**src/rtl/cpu_pkg.sv**
```systemverilog
// Shared pipeline-control definitions: FSM state encodings and the enable
// vectors ordered {PC, IF_ID, ID_EX, EX_M}.
package cpu_pkg;

  typedef enum logic [1:0] {
    RUN      = 2'b00,
    LU_STALL = 2'b01,
    BR_WAIT  = 2'b10,
    MISS     = 2'b11
  } state_e;

  localparam logic [3:0] EN_GO     = 4'b1111;
  localparam logic [3:0] EN_STALL  = 4'b0011;
  localparam logic [3:0] EN_FREEZE = 4'b0000;

endpackage

```
**src/rtl/pipeline_ctrl_sat_counter.sv**
```systemverilog
// Saturating up-counter with synchronous clear; holds at MAX until cleared
// or reset.
module sat_counter #(
  parameter int         W   = 8,
  parameter logic [W-1:0] MAX = '1
) (
  input  logic         clk,
  input  logic         rst_n,
  input  logic         en,
  input  logic         clr,
  output logic [W-1:0] q
);

  logic [W-1:0] r_q;

  always_ff @(posedge clk or negedge rst_n) begin
    if (!rst_n) begin
      r_q <= '0;
    end else if (clr) begin
      r_q <= '0;
    end else if (en && (r_q != MAX)) begin
      r_q <= r_q + 1'b1;
    end
  end

  assign q = r_q;

endmodule

```
**src/rtl/pipeline_ctrl.sv**
```systemverilog
// Central stall/flush sequencer for the 5-stage pipeline: decodes hazards,
// branch resolution and cache readiness into register enables and flushes.
module pipeline_ctrl
  import cpu_pkg::*;
#(
  parameter int LU_CYCLES    = 1,
  parameter int BR_CYCLES    = 2,
  parameter int MISS_TIMEOUT = 255,
  parameter int CNT_W        = 16
) (
  input  logic             clk,
  input  logic             reset,
  input  logic             cache_Ready,
  input  logic             hazard,
  input  logic             PC_hazard,
  input  logic             j_cntrl,
  output logic             PC_en,
  output logic             IF_ID_en,
  output logic             IF_ID_flush,
  output logic             ID_EX_en,
  output logic             ID_EX_flush,
  output logic             EX_M_en,
  output logic [1:0]       state,
  output logic             miss_err,
  output logic [CNT_W-1:0] stall_cycles
);

  localparam int MAXC = (LU_CYCLES > BR_CYCLES) ? LU_CYCLES : BR_CYCLES;
  localparam int CW   = (MAXC > 2) ? $clog2(MAXC) : 1;
  localparam int MW   = $clog2(MISS_TIMEOUT + 1);
  localparam logic [CW-1:0] LU_LOAD = (LU_CYCLES > 1) ? CW'(LU_CYCLES - 2) : '0;
  localparam logic [CW-1:0] BR_LOAD = (BR_CYCLES > 1) ? CW'(BR_CYCLES - 2) : '0;

  state_e          r_state;
  state_e          w_next_state;
  state_e          r_ret_state;
  state_e          w_next_ret;
  logic [CW-1:0]   r_cnt;
  logic [CW-1:0]   w_next_cnt;
  logic [3:0]      w_en;
  logic            w_if_flush;
  logic            w_id_flush;
  logic            w_miss_inc;
  logic            w_miss_clr;
  logic [MW-1:0]   w_miss_cnt;
  logic            r_miss_err;

  always_ff @(posedge clk or negedge reset) begin
    if (!reset) begin
      r_state     <= RUN;
      r_ret_state <= RUN;
      r_cnt       <= '0;
    end else begin
      r_state     <= w_next_state;
      r_ret_state <= w_next_ret;
      r_cnt       <= w_next_cnt;
    end
  end

  // A miss in any state freezes everything; the wait count is preserved so
  // the interrupted stall resumes exactly where it left off.
  always_comb begin
    w_next_state = r_state;
    w_next_ret   = r_ret_state;
    w_next_cnt   = r_cnt;
    w_en         = EN_GO;
    w_if_flush   = 1'b0;
    w_id_flush   = 1'b0;
    w_miss_inc   = 1'b0;
    w_miss_clr   = 1'b0;

    if (r_state == MISS) begin
      w_en = EN_FREEZE;
      if (cache_Ready) begin
        w_next_state = r_ret_state;
        w_miss_clr   = 1'b1;
      end else begin
        w_miss_inc = 1'b1;
      end
    end else if (!cache_Ready) begin
      w_en         = EN_FREEZE;
      w_next_ret   = r_state;
      w_next_state = MISS;
    end else begin
      case (r_state)
        RUN: begin
          if (hazard) begin
            w_en       = EN_STALL;
            w_id_flush = 1'b1;
            if (LU_CYCLES > 1) begin
              w_next_cnt   = LU_LOAD;
              w_next_state = LU_STALL;
            end
          end else if (PC_hazard) begin
            w_en       = EN_STALL;
            w_id_flush = 1'b1;
            if (BR_CYCLES > 1) begin
              w_next_cnt   = BR_LOAD;
              w_next_state = BR_WAIT;
            end
          end else if (j_cntrl) begin
            w_if_flush = 1'b1;
          end
        end
        LU_STALL: begin
          w_en       = EN_STALL;
          w_id_flush = 1'b1;
          if (r_cnt == '0) begin
            w_next_state = RUN;
          end else begin
            w_next_cnt = r_cnt - 1'b1;
          end
        end
        BR_WAIT: begin
          if (r_cnt != '0) begin
            w_en       = EN_STALL;
            w_id_flush = 1'b1;
            w_next_cnt = r_cnt - 1'b1;
          end else begin
            w_if_flush   = j_cntrl;
            w_next_state = RUN;
          end
        end
        default: begin
          w_next_state = RUN;
        end
      endcase
    end
  end

  sat_counter #(
    .W   (MW),
    .MAX (MW'(MISS_TIMEOUT))
  ) u_miss_cnt (
    .clk   (clk),
    .rst_n (reset),
    .en    (w_miss_inc),
    .clr   (w_miss_clr),
    .q     (w_miss_cnt)
  );

  // Flag rises on the same edge the miss counter reaches the timeout.
  always_ff @(posedge clk or negedge reset) begin
    if (!reset) begin
      r_miss_err <= 1'b0;
    end else if (w_miss_inc && (w_miss_cnt >= MW'(MISS_TIMEOUT - 1))) begin
      r_miss_err <= 1'b1;
    end
  end

  sat_counter #(
    .W   (CNT_W),
    .MAX ({CNT_W{1'b1}})
  ) u_stall_cnt (
    .clk   (clk),
    .rst_n (reset),
    .en    (~PC_en),
    .clr   (1'b0),
    .q     (stall_cycles)
  );

  assign {PC_en, IF_ID_en, ID_EX_en, EX_M_en} = reset ? w_en : 4'b0000;
  assign IF_ID_flush = reset & w_if_flush;
  assign ID_EX_flush = reset & w_id_flush;
  assign state       = r_state;
  assign miss_err    = r_miss_err;

endmodule

```
**config.mk**
```make
export PLATFORM = sky130hd
export DESIGN_NAME = pipeline_ctrl
export DESIGN_NICKNAME = d
export VERILOG_FILES = /design/src/rtl/cpu_pkg.sv /design/src/rtl/pipeline_ctrl_sat_counter.sv /design/src/rtl/pipeline_ctrl.sv
export SDC_FILE = /design/constraint.sdc
export NUM_CORES = 1
export LEC_CHECK = 0
export BUFFER_PORTS_ARGS = -buffer_cell sky130_fd_sc_hd__buf_2
export CORE_MARGIN = 4
export CORE_UTILIZATION = 49
export CTS_BUF_LIST = sky130_fd_sc_hd__clkbuf_8 sky130_fd_sc_hd__clkbuf_16
export DETAILED_ROUTE_END_ITERATION = 10
export PLACE_DENSITY = 0.77
export SLEW_MARGIN = 30
export SYNTH_ARGS = -nofsm -noshare
export SYNTH_HDL_FRONTEND = slang
export SYNTH_SLANG_ARGS = --single-unit
```
**constraint.sdc**
```tcl
create_clock -name clk -period 1.7 [get_ports clk]
set_input_delay 0.34 -clock clk [delete_from_list [all_inputs] [get_ports clk]]
set_output_delay 0.34 -clock clk [all_outputs]
set_load 0.005 [all_outputs]
```
After elaboration in Yosys (flattened, before gate mapping) --
Index checks and enable logic that the tools add are counted.
Operators by class: multipliers 0, equality and inequality tests 10, bitwise gates (word level) 4, $lt $le $gt $ge 1, reductions and logical operators 9, shift-type cells 0, multiplexer cells 37, div/mod/pow operators 0, add/subtract/negate cells 3
Operator list (count):
- 4-bit 2-to-1 mux | 6
- 1-bit 2-to-1 mux | 18
- 16-bit by 1-bit adder with 16-bit output (second input constant) | 1
- 8-bit 2-to-1 mux | 2
- 16-bit inequality test (second input constant) | 1
- 2-bit 2-to-1 mux | 6
- 4-bit one-hot mux with 3 select lines | 1
- 8-bit by 1-bit adder with 8-bit output (second input constant) | 1
- 8-bit greater-or-equal comparator (second input constant) | 1
- 4-bit inequality test (second input constant) | 2
- 8-bit inequality test (second input constant) | 1
- 5-bit AND reduction | 1
- 2-bit equality test (second input constant) | 2
- 2-bit inequality test (second input constant) | 2
- 4-bit by 3-bit inequality test with 1-bit output (second input constant) | 1
- 1-bit one-hot mux with 2 select lines | 2
- 2-bit one-hot mux with 2 select lines | 1
- 2-bit nonzero test | 2
- 1-bit logical AND | 3
- 1-bit one-hot mux with 3 select lines | 1
- 3-bit AND reduction | 1
- 1-bit AND | 2
- 2-bit by 1-bit equality test with 1-bit output (second input constant) | 1
- 2-bit zero test | 1
- other kinds (3) | 4
Storage, ports and cells: word-level logic and storage cells 70, bits in writable memories 0, latch bits 0, memories 0, memory bits (read-only) 0, output and inout bits 25, register bits 30, input port bits 6

Logic depth before layout (Yosys ltp) --
depth after elaboration 8, gate-level depth with buffers 5, gate-level depth less buffers 5

Hierarchy --
A second synthesis with hierarchy kept.
Second synthesis, totals: cells, all modules 179, area total of the unflattened synthesis 1669.1 µm²
By module, submodules not included:
- sat_counter at u_stall_cnt | times used 1, cells each 96, area an instance 900.9 µm², sequential area each 400.4 µm²
- sat_counter at u_miss_cnt | times used 1, cells each 49, area an instance 464.2 µm², sequential area each 200.2 µm²
- pipeline_ctrl | times used 1, cells each 34, area an instance 304.0 µm², sequential area each 125.1 µm²

Worst setup path after synthesis --
No wires, ideal clock.
path type register to register, start register u_stall_cnt.r_q[0], in the netlist u_stall_cnt.q[0], end register u_stall_cnt.r_q[5], in the netlist u_stall_cnt.q[5], cell stages (with the launch flop) 6, clock period less this slack 1.755 ns, buffers on the path 0, required time 1.574 ns, path slack -0.055 ns, arrival 1.629 ns, path through dfrtp_1 -> ha_1 -> nand4_2 -> or4_4 -> and3_1 -> xor2_1
Between the ends: longest elaborated chain between the ends 2
Ends and longest elaborated chain:
- start: declaration | line pipeline_ctrl_sat_counter.sv:14 | logic [W-1:0] r_q;
- start signal: assignment | line pipeline_ctrl_sat_counter.sv:22 | r_q <= r_q + 1'b1;
- branches (longest 2 deep; another with 16-bit by 1-bit adder with 16-bit output)
Several ways; the timed one is not identified. A chain may end at the register's enable or synchronous reset.

Worst setup path in the final report --
start register r_state[0], in the netlist state[0], end output port IF_ID_en
Between the ends: longest elaborated chain between the ends 5
Ends and longest elaborated chain:
- start: declaration | line pipeline_ctrl.sv:34 | state_e r_state;
- start signal: assignment | line pipeline_ctrl.sv:54 | r_state <= w_next_state;
- 2-bit equality test, or another cell as far along | line pipeline_ctrl.sv:85 | case (r_state)
- 4-bit one-hot mux with 3 select lines | line pipeline_ctrl.sv:85
- 4-bit 2-to-1 mux | line pipeline_ctrl.sv:80 | end else if (!cache_Ready) begin
- 4-bit 2-to-1 mux * | line pipeline_ctrl.sv:72 | if (r_state == MISS) begin
- 4-bit 2-to-1 mux * | line pipeline_ctrl.sv:162 | assign {PC_en, IF_ID_en, ID_EX_en, EX_M_en} = reset ? w_en : 4'b0000;
- end: declaration | line pipeline_ctrl.sv:18 | output logic IF_ID_en,
Every way passes the cells marked *; elsewhere a longest branch is shown, timed or not.

==> metrics.md <==
| Metric | Value |
|---|---|
| Yosys cell types | 41 |
| Seq/Total Area, Yosys | 46.6% |
| Post-synth top flop | dfrtp_1 |
| CTS Buf Count | 5 |
| WL final | 3600 um |
| Vias in the first global route | 1339 |
| Max VDD drop | 0.000815 V |
| Final hold slack | 0.127 ns |
| Delay-heaviest family, CP | flip-flops |
| CTS Buffer Depth | 2 |
| Row count | 20 |
| Worst flop-to-flop path startpoint | u_stall_cnt.q[1]$_DFFE_PN0P_ |
| Final Cell Area | 1990 sq um |
| Critical-path top delay cell | dfrtp_2 |
| Max_slew headroom | 74.0% |
| Worst Path Arrival | 1.33 ns |
| Worst-path clk slew | 0.06 ns |
| Core Util, Final | 65.3% |
| Syn-to-layout area delta | 28.0% |
| Final Hold Vio Count | 0 |
| TritonCTS clock tree | yes |
| FMAX | 600 MHz |
| Post-synth EDFFs | 0 |
| Clk root buf | clkbuf_8 |
| Die Wd | 64.4 um |
| Via density | 5.55 |
| Number of synthesized register bits | 29 |
| RSZ-0062 raised after global routing | yes |
| Initial antenna violation count | 0 |
| Most area-hungry cell type in the Yosys netlist | dfrtp_1 |
| Synthesized area | 1560 sq um |
| Port bufs | 30 |
| Share of layout cells above drive strength 1 | 31.1% |
| Clock Sink Count | 29 |
| Final number of max-transition violations | 0 |
| Dpl cell area | 1850 sq um |
| GRT overflow | 0 |
| Status | finished, final reports clean |
| CP startpoint kind | flop |
| R2r worst-path depth | 5 |
| Cells after Synth | 160 |
| Largest net degree at the start of global routing | 30 |
| Syn Nets | 169 |
| Most frequent cell after synthesis | dfrtp_1 |
| Power, Total | 0.00221 W |
| Critical path capture point type | primary output |
| Static leakage | 0.957 nW |
| Critical Path Fanout Max | 6 |
| Hold_buf cts | 0 |
| Wire per inst | 14.1 um |
| Final ANT Viol Nets | 0 |
| Dpl hpwl | 2610 um |
| Post-synth ARST share | 100% |
| Fin nets | 221 |
| Core footprint | 3050 sq um |
| Iter 0 DRT Violations | 37 |
| Commonest cells post-synth | dfrtp_1 (29), nor2_1 (17), nand2_1 (14) |
| Die area | 4150 sq um |
| Cell Chain, Critical Path | and3b_2 > nand2_1 > inv_2 > buf_2 |
| Largest stage delay on the critical path | 0.43 ns |
| First-pass GRT wire length | 5940 um |
| Via count | 1421 |
| Crit path kind | flop to primary output |
| R2r setup slk | 0.05 ns |
| Ant. Diodes | 0 |
| Worst clock skew | 0.00581 ns |
| # setup viols final | 0 |
| Final worst-path cycle share | 98.0% |
| CTS HTree Levels | 2 |
| Avg Synthesized Cell Area | 9.74 sq um |
| Top cells by area, synth | dfrtp_1 (47%), xnor2_1 (4.5%), nor2_1 (4.1%) |
| Initial Utilization | 51.0% |
| DR DRC count | 0 |
| Reg2reg end | u_stall_cnt.q[5]$_DFFE_PN0P_ |
| Skew-Pair Late Insertion Delay | 0.28 ns |
| DRT Pass-1 Iters | 4 |
| Final min period | 1.67 ns |
| Die height | 64.4 um |
| Warnings from Yosys | 0 |
| Pwr Density | 1110 nW/um^2 |
| Slew @ Worst Pin | 0.386 ns |
| Max Cap Viol | 0 |
| Top Ports | 31 |
| Worst Hold Class | primary input to asynchronous set/reset pin |
| Final setup TNS | 0 ns |
| Yosys top cell area share | 46.6% |
| Fillcell total | 253 |
| Placer congestion estimate | 0.801 |
| WP data required | 1.36 ns |
| Gr usage total | 18.5% |
| WP buf/inv | 2 |
==> how the worst max path moves through the flow <==
stage | to | start | cells past startpoint
floorplan | u_stall_cnt.q[1]$_DFFE_PN0P_ | u_stall_cnt.q[0]$_DFFE_PN0P_ | 5
finish | IF_ID_en | state[0]$_DFFE_PN0P_ | 4
CTS | IF_ID_en | state[0]$_DFFE_PN0P_ | 4
global placement | u_stall_cnt.q[5]$_DFFE_PN0P_ | u_stall_cnt.q[1]$_DFFE_PN0P_ | 5
detailed placement | u_stall_cnt.q[5]$_DFFE_PN0P_ | u_stall_cnt.q[1]$_DFFE_PN0P_ | 5
global route | IF_ID_en | state[0]$_DFFE_PN0P_ | 4
==> layout make-up <==
type,instances,area [sq um],area share (%)
Sequential cell,29,728,36.5
Timing Repair Buffer,49,293,14.7
Multi-Input combinational cell,120,805,40.4
Tap cell,44,55.1,2.76
Inverter,7,26.3,1.32
Clock inverter,1,3.75,0.188
Clock buffer,6,82.6,4.14
==> logic make-up after synthesis <==
family                   after synthesis  share of synthesized area, %
AND/OR/NAND/NOR                       75                          28.1
flip-flops                            29                          46.6
AO/OA/AOI/OAI                         25                          9.80
XOR/XNOR                              13                          7.31
buffers and inverters                 11                          3.13
multiplexers                           4                          2.65
adder cells (fa/ha/maj)                3                          2.41
==> repair_timing <==
item,in CTS,in global routing
buffers inserted,0,5
resized for setup,1,4
setup endpoints to repair,2,9
==> worst reg2reg max path: cells and delay by family, from the launching register on <==
family / cells / cell delay, ns
XOR/XNOR: 1 / 0.14
adder cells (fa/ha/maj): 1 / 0.22
flip-flops: 1 / 0.36
AND/OR/NAND/NOR: 3 / 0.82
==> cell usage in the layout, fill, tap and decap left out, types with 5 or more instances in the layout <==
cell type and instances:
buf_2 30, dfrtp_1 27, buf_4 19, nor2_1 17
nand2_1 14, nand4_1 10, a21oi_1 8, xnor2_1 8
nand3_1 8, inv_1 7, o21ai_0 6, clkbuf_8 6
xor2_1 5
==> stage by stage <==
| step | setup WS (ns) | cells |
|---|---|---|
| after floorplan | 0.0409 | 160 |
| after global placement | 0.105 | 244 |
| after detailed placement | 0.0306 | 244 |
| after CTS | 0.00511 | 251 |
| after global routing | -0.0267 | 256 |
| final | 0.0343 | 256 |
==> layer usage <==
| layer | up-vias | global-route usage (%) | wire [um] |
|---|---|---|---|
| met5 | - | 0 | 0 |
| met1 | 680 | 23.8 | 1600 |
| met2 | 42 | 30.2 | 1750 |
| met4 | 0 | 6.33 | 61 |
| met3 | 8 | 4.92 | 186 |
| li1 | 691 | - | - |
==> registers in the layout (all words and copies together) (netlist names) <==
name / count
miss_err: 1
r_ret_state: 2
state: 2
u_miss_cnt.q: 8
u_stall_cnt.q: 16
==> power breakdown <==
group / switching, W / internal (W)
Sequential: 0.000173 / 0.000833
Combinational: 0.000316 / 0.000331
Clock: 0.000246 / 0.000314
No activity file was read; power rests on OpenSTA's default activity.
